File: src/rtl/rc5_decryption.sv
// RC5-32/12 block decryptor. Iterative: one inverse round per clock,
// with valid/ready handshakes on the ciphertext input and plaintext output.
// The expanded key table is a fixed ROM shared with the encryption core.
module rc5_decryption #(
    parameter int WORD_SIZE  = 32,
    parameter int NUM_ROUNDS = 12
) (
    input  logic                   clk,
    input  logic                   rst,
    input  logic                   in_valid,
    output logic                   in_ready,
    input  logic [2*WORD_SIZE-1:0] d_in,
    output logic                   out_valid,
    input  logic                   out_ready,
    output logic [2*WORD_SIZE-1:0] d_out,
    output logic                   busy
);

    typedef enum logic [1:0] {
        IDLE  = 2'd0,
        ROUND = 2'd1,
        FINAL = 2'd2,
        OUT   = 2'd3
    } state_t;

    localparam logic [3:0] LAST_ROUND = 4'(NUM_ROUNDS);

    state_t                 state;
    logic [WORD_SIZE-1:0]   a, b;
    logic [3:0]             round;
    logic [WORD_SIZE-1:0]   b_new, a_new;

    // Expanded key ROM S[0..25]
    function automatic logic [WORD_SIZE-1:0] key(input logic [4:0] idx);
        case (idx)
            5'd0:    key = 32'h00000000;
            5'd1:    key = 32'h00000000;
            5'd2:    key = 32'h46F8E8C5;
            5'd3:    key = 32'h460C6085;
            5'd4:    key = 32'h70F83B8A;
            5'd5:    key = 32'h284B8303;
            5'd6:    key = 32'h513E1454;
            5'd7:    key = 32'hF621ED22;
            5'd8:    key = 32'h3125065D;
            5'd9:    key = 32'h11A83A5D;
            5'd10:   key = 32'hD427686B;
            5'd11:   key = 32'h713AD82D;
            5'd12:   key = 32'h4B792F99;
            5'd13:   key = 32'h2799A4DD;
            5'd14:   key = 32'hA7901C49;
            5'd15:   key = 32'hDEDE871A;
            5'd16:   key = 32'h36C03196;
            5'd17:   key = 32'hA7EFC249;
            5'd18:   key = 32'h61A78BB8;
            5'd19:   key = 32'h3B0A1D2B;
            5'd20:   key = 32'h4DBFCA76;
            5'd21:   key = 32'hAE162167;
            5'd22:   key = 32'h30D76B0A;
            5'd23:   key = 32'h43192304;
            5'd24:   key = 32'hF6CC1431;
            5'd25:   key = 32'h65046380;
            default: key = '0;
        endcase
    endfunction

    // Rotate right via a doubled word so an amount of 0 never becomes a
    // full-width shift.
    function automatic logic [WORD_SIZE-1:0] ror(input logic [WORD_SIZE-1:0] x,
                                                 input logic [4:0]           n);
        logic [2*WORD_SIZE-1:0] t;
        t = {x, x} >> n;
        return t[WORD_SIZE-1:0];
    endfunction

    // One inverse round: undo B first (it was written last), then A using new B
    always_comb begin
        b_new = ror(b - key({round, 1'b1}), a[4:0]) ^ a;
        a_new = ror(a - key({round, 1'b0}), b_new[4:0]) ^ b_new;
    end

    assign busy = (state != IDLE);

    // Control FSM and datapath registers
    always_ff @(posedge clk) begin
        if (rst) begin
            state     <= IDLE;
            in_ready  <= 1'b1;
            out_valid <= 1'b0;
            d_out     <= '0;
            a         <= '0;
            b         <= '0;
            round     <= '0;
        end else begin
            case (state)
                IDLE: begin
                    in_ready <= 1'b1;
                    if (in_valid && in_ready) begin
                        a        <= d_in[2*WORD_SIZE-1:WORD_SIZE];
                        b        <= d_in[WORD_SIZE-1:0];
                        round    <= LAST_ROUND;
                        in_ready <= 1'b0;
                        state    <= ROUND;
                    end
                end
                ROUND: begin
                    a     <= a_new;
                    b     <= b_new;
                    round <= round - 4'd1;
                    if (round == 4'd1)
                        state <= FINAL;
                end
                FINAL: begin
                    d_out     <= {a - key(5'd0), b - key(5'd1)};
                    out_valid <= 1'b1;
                    state     <= OUT;
                end
                OUT: begin
                    if (out_valid && out_ready) begin
                        out_valid <= 1'b0;
                        in_ready  <= 1'b1;
                        state     <= IDLE;
                    end
                end
                default: begin
                    state     <= IDLE;
                    in_ready  <= 1'b1;
                    out_valid <= 1'b0;
                    d_out     <= '0;
                    a         <= '0;
                    b         <= '0;
                    round     <= '0;
                end
            endcase
        end
    end

endmodule
File: config.mk
export PLATFORM = sky130hd
export DESIGN_NAME = rc5_decryption
export DESIGN_NICKNAME = d
export VERILOG_FILES = /design/src/rtl/rc5_decryption.sv
export SDC_FILE = /design/constraint.sdc
export NUM_CORES = 1
export LEC_CHECK = 0
export ABC_AREA = 0
export BUFFER_PORTS_ARGS = -buffer_cell sky130_fd_sc_hd__buf_2
export CAP_MARGIN = 20
export CORE_ASPECT_RATIO = 0.7
export CORE_UTILIZATION = 30
export CTS_BUF_LIST = sky130_fd_sc_hd__clkbuf_8
export DETAILED_ROUTE_END_ITERATION = 10
export GPL_TIMING_DRIVEN = 0
export MAX_ROUTING_LAYER = met4
export PLACE_DENSITY = 0.43
export SLEW_MARGIN = 25
export SYNTH_ARGS = -nofsm -noshare
export SYNTH_HDL_FRONTEND = slang
export SYNTH_SLANG_ARGS = --single-unit
File: constraint.sdc
create_clock -name clk -period 8.1 [get_ports clk]
set_clock_uncertainty 0.15 [all_clocks]
set_input_delay 0 -clock clk [delete_from_list [all_inputs] [get_ports clk]]
set_output_delay 0 -clock clk [all_outputs]
set_load 0.02 [all_outputs]
==> metrics.cfg <==
[worst_setup_path]
worst-path-max-fanout = 10
arrival_ns = 8.00
worstReg2RegEnd = a[1]$_SDFFE_PP0P_
slowest_stage = o32ai_1
rrSetupSlack_ns = 0.41
crit_top_cell = a211oi_1
r2r-start = b[0]$_SDFFE_PP0P_
path_buf_inv = 3
critical_path.startpoint = b[0]$_SDFFE_PP0P_
cp.depth = 21
reg2reg_depth = 21
critPathKind = reg -> reg
path_cells = inv_1 > ha_1 > fa_1 > nand2b_1 > a21oi_1 > o211ai_1 > a21oi_1 > a211oi_1 > a2111oi_1 > nor3_1 > o32ai_1 > o211a_1 > o211a_1 > buf_2 > buf_2 > a211oi_1 > a211oi_1 > nor3_1 > a211oi_1 > o21ai_0 > o211ai_1
start_kind = register
critical_path.top_delay_family = compound AO/OA/AOI/OAI gates
setup.worst_path.end = a[1]$_SDFFE_PP0P_
cpPeakStageDelay_ns = 0.88
worstSetupEndpointType = register
critPathRequiredTime_ns = 8.41

[cells_and_area]
layoutNonFillerInstCount = 3093
area_growth_pct = 15.6
drive_gt1_share_pct = 11.6
diodes = 0
final_nets = 2494

[cts]
htreeDepth = 4
cts_buffers = 17
cts_num_sinks = 200
cts_root_buf = clkbuf_8
clk_latency_ns = 0.55
clock_path_buffers = 2
postCtsSetupBuffers = 0
clk_pin_slew_ns = 0.12
cts_tree = built

[placement]
port_buffers = 134
dp_hpwl_um = 71400
routabilityCongestion = 1.02
dpl_worst_slack_ns = 0.667
dpl.cell_count = 2998

[synth]
synth_warnings = 0
ys_types = 91
synth_cells = 2122
synth-seq-cells = 200
ys_seq_area_share_pct = 23.6
syn_area_per_cell_sq_um = 8.01
synth_top_cell_by_area = dfxtp_1
synthFlopType = dfxtp_1
synthArstFlopShare_pct = 0
syn_area_sq_um = 17000
syn_nets = 2275
synth-edff-count = 0
yosysTopAreaCellShare_pct = 23.6
ys_top_cells_by_area = dfxtp_1 (24%), mux2i_1 (14%), a21oi_1 (6.3%), ha_1 (6.1%), nor2_1 (5.1%)

[die]
die_w_um = 287
die-area_sq_um = 57600
core_area_sq_um = 55600
die_h_um = 201
num_rows = 72
io_pins = 135
start_util_pct = 30.6

[route]
first_iter_violations = 2297
drc = 0
vias = 18100
first_pass_iters = 5
final_antenna_net_count = 0
totalWireLength_um = 85900
routed_via_density = 5.84
routedWlPerCell_um = 27.8

[grt]
grt_first_pass_wirelength_um = 121000
grt_pass1_vias = 16700
antenna_found_initial = 3
track_usage_pct = 30.1
gr-total-overflow = 0
grt_max_degree = 20

[timing]
slew_headroom_pct = 27.0
period_needed_ns = 7.69
fin_ws_ns = 0.410
tightest_slew_ns = 1.09
post-route-period-util_pct = 94.9
drv_slew = 0
whs_ns = 0.0439
rsz0062_at_grt = no
setup_tns_ns = 0
hold_viol_final = 0
setup_violations = 0
clock.fmax_mhz = 130

[hold_path]
hp-class = in -> reg
hp-start = d_in[20]

[outcome]
status = complete, no violations

[run]
drv_cap = 0

-- metal layers --
| layer | share of wire [%] | vias up | global-route usage (%) |
|---|---|---|---|
| li1 | - | 8221 | - |
| met1 | 50 | 8897 | 45.7 |
| met2 | 39 | 871 | 40.5 |
| met3 | 9.4 | 69 | 6.39 |
| met4 | 1.3 | 0 | 4.51 |
| met5 | 0 | - | - |
-- how the worst min path moves through the flow --
stage                    endpoint  slack [ns]  cells after the start
2_1_floorplan  a[30]$_SDFFE_PP0P_        0.02                      2
3_3_place_gp   a[30]$_SDFFE_PP0P_        0.13                      3
3_5_place_dp   a[30]$_SDFFE_PP0P_        0.14                      3
4_1_cts        b[20]$_SDFFE_PP0P_       0.003                      5
5_1_grt        b[20]$_SDFFE_PP0P_        0.03                      5
6_report       b[20]$_SDFFE_PP0P_        0.04                      5
-- timing repair --
action	4_1_cts	5_1_grt
gates resized for setup	0	0
hold buffers	64	0
hold endpoints to repair	65	0
-- Yosys cell counts (all sizes together), types with 15 or more instances --
cell type and n:
a21o 31, nand2 140, nor3 47, o22ai 21
nand3 24, clkbuf 112, o21a 26, xnor2 47
xor2 48, a22oi 24, o32ai 15, nand4 16
inv 94, o21ai 129, a21oi 214, ha 83
mux2i 236, mux2 28, nor2 234, o211ai 26
dfxtp 200, a211oi 35, buf 33, mux4 30
-- cells by family (layout without fill, tap and decap cells) --
family	count (synthesis)	in the layout	share of synthesized area (%)
compound gates	653	653	25.1
simple gates	552	552	14.7
mux	294	294	19.7
buf+inv	243	474	5.68
flops	200	200	23.6
xor+xnor	95	95	4.90
fa+ha+maj	85	85	6.35
-- worst register-to-register path, cell delays in order (launching register included) --
cell	delay [ns]
dfxtp_1	0.41
inv_1	0.08
ha_1	0.22
fa_1	0.40
nand2b_1	0.20
a21oi_1	0.23
o211ai_1	0.22
a21oi_1	0.64
a211oi_1	0.22
a2111oi_1	0.86
nor3_1	0.18
o32ai_1	0.88
o211a_1	0.29
o211a_1	0.20
buf_2	0.21
buf_2	0.30
a211oi_1	0.11
a211oi_1	0.84
nor3_1	0.11
a211oi_1	0.54
o21ai_0	0.19
o211ai_1	0.12
-- cell usage in the layout (no fill, tap or decap), types with 10 or more instances in the layout --
master | netlist | routed
o21a_1 | 26 | 26
nor2b_1 | 10 | 10
dfxtp_1 | 200 | 200
xnor2_1 | 47 | 47
o21ai_0 | 119 | 118
a21oi_1 | 214 | 214
xor2_1 | 48 | 48
o32ai_1 | 15 | 15
nand2_1 | 139 | 139
and3_1 | 11 | 11
nor2_1 | 233 | 233
inv_1 | 93 | 93
and2_1 | 10 | 10
a211oi_1 | 35 | 35
mux2_2 | 27 | 27
or3_1 | 10 | 10
mux2i_1 | 236 | 236
mux4_2 | 30 | 30
a211o_1 | 10 | 10
o22ai_1 | 21 | 21
ha_1 | 83 | 83
buf_1 | 16 | 16
a21o_1 | 31 | 31
clkbuf_1 | 112 | 111
nand3_1 | 24 | 24
nand4_1 | 16 | 16
a31oi_1 | 11 | 11
o211ai_1 | 25 | 25
a22o_1 | 13 | 13
nor3_1 | 47 | 47
buf_2 | 9 | 143
clkbuf_8 | 0 | 18
nand2b_1 | 13 | 13
dlygate4sd3_1 | 0 | 64
a22oi_1 | 24 | 24
-- area by class of cell --
class | count | area (sq um)
plain buffers | 145 | 598
clock buffers | 18 | 248
clock inverters | 13 | 140
fillers | 5936 | 35900
inverters | 98 | 368
multi-input cells | 1679 | 12000
flip-flops and latches | 200 | 4000
well taps | 740 | 926
repair buffers | 200 | 1330
-- stage by stage --
| stage | util [%] | instance area, sq um |
|---|---|---|
| 4_1_cts | 35.4 | 19700 |
| 5_1_grt | 35.4 | 19700 |
| 3_3_place_gp | 33.5 | 18600 |
| 2_1_floorplan | - | 17000 |
| 3_5_place_dp | 33.5 | 18600 |
| 6_report | 35.4 | 19700 |
Power is not shown: default switching activity piles up to over one toggle a cycle in this logic, so the estimate is an artifact.
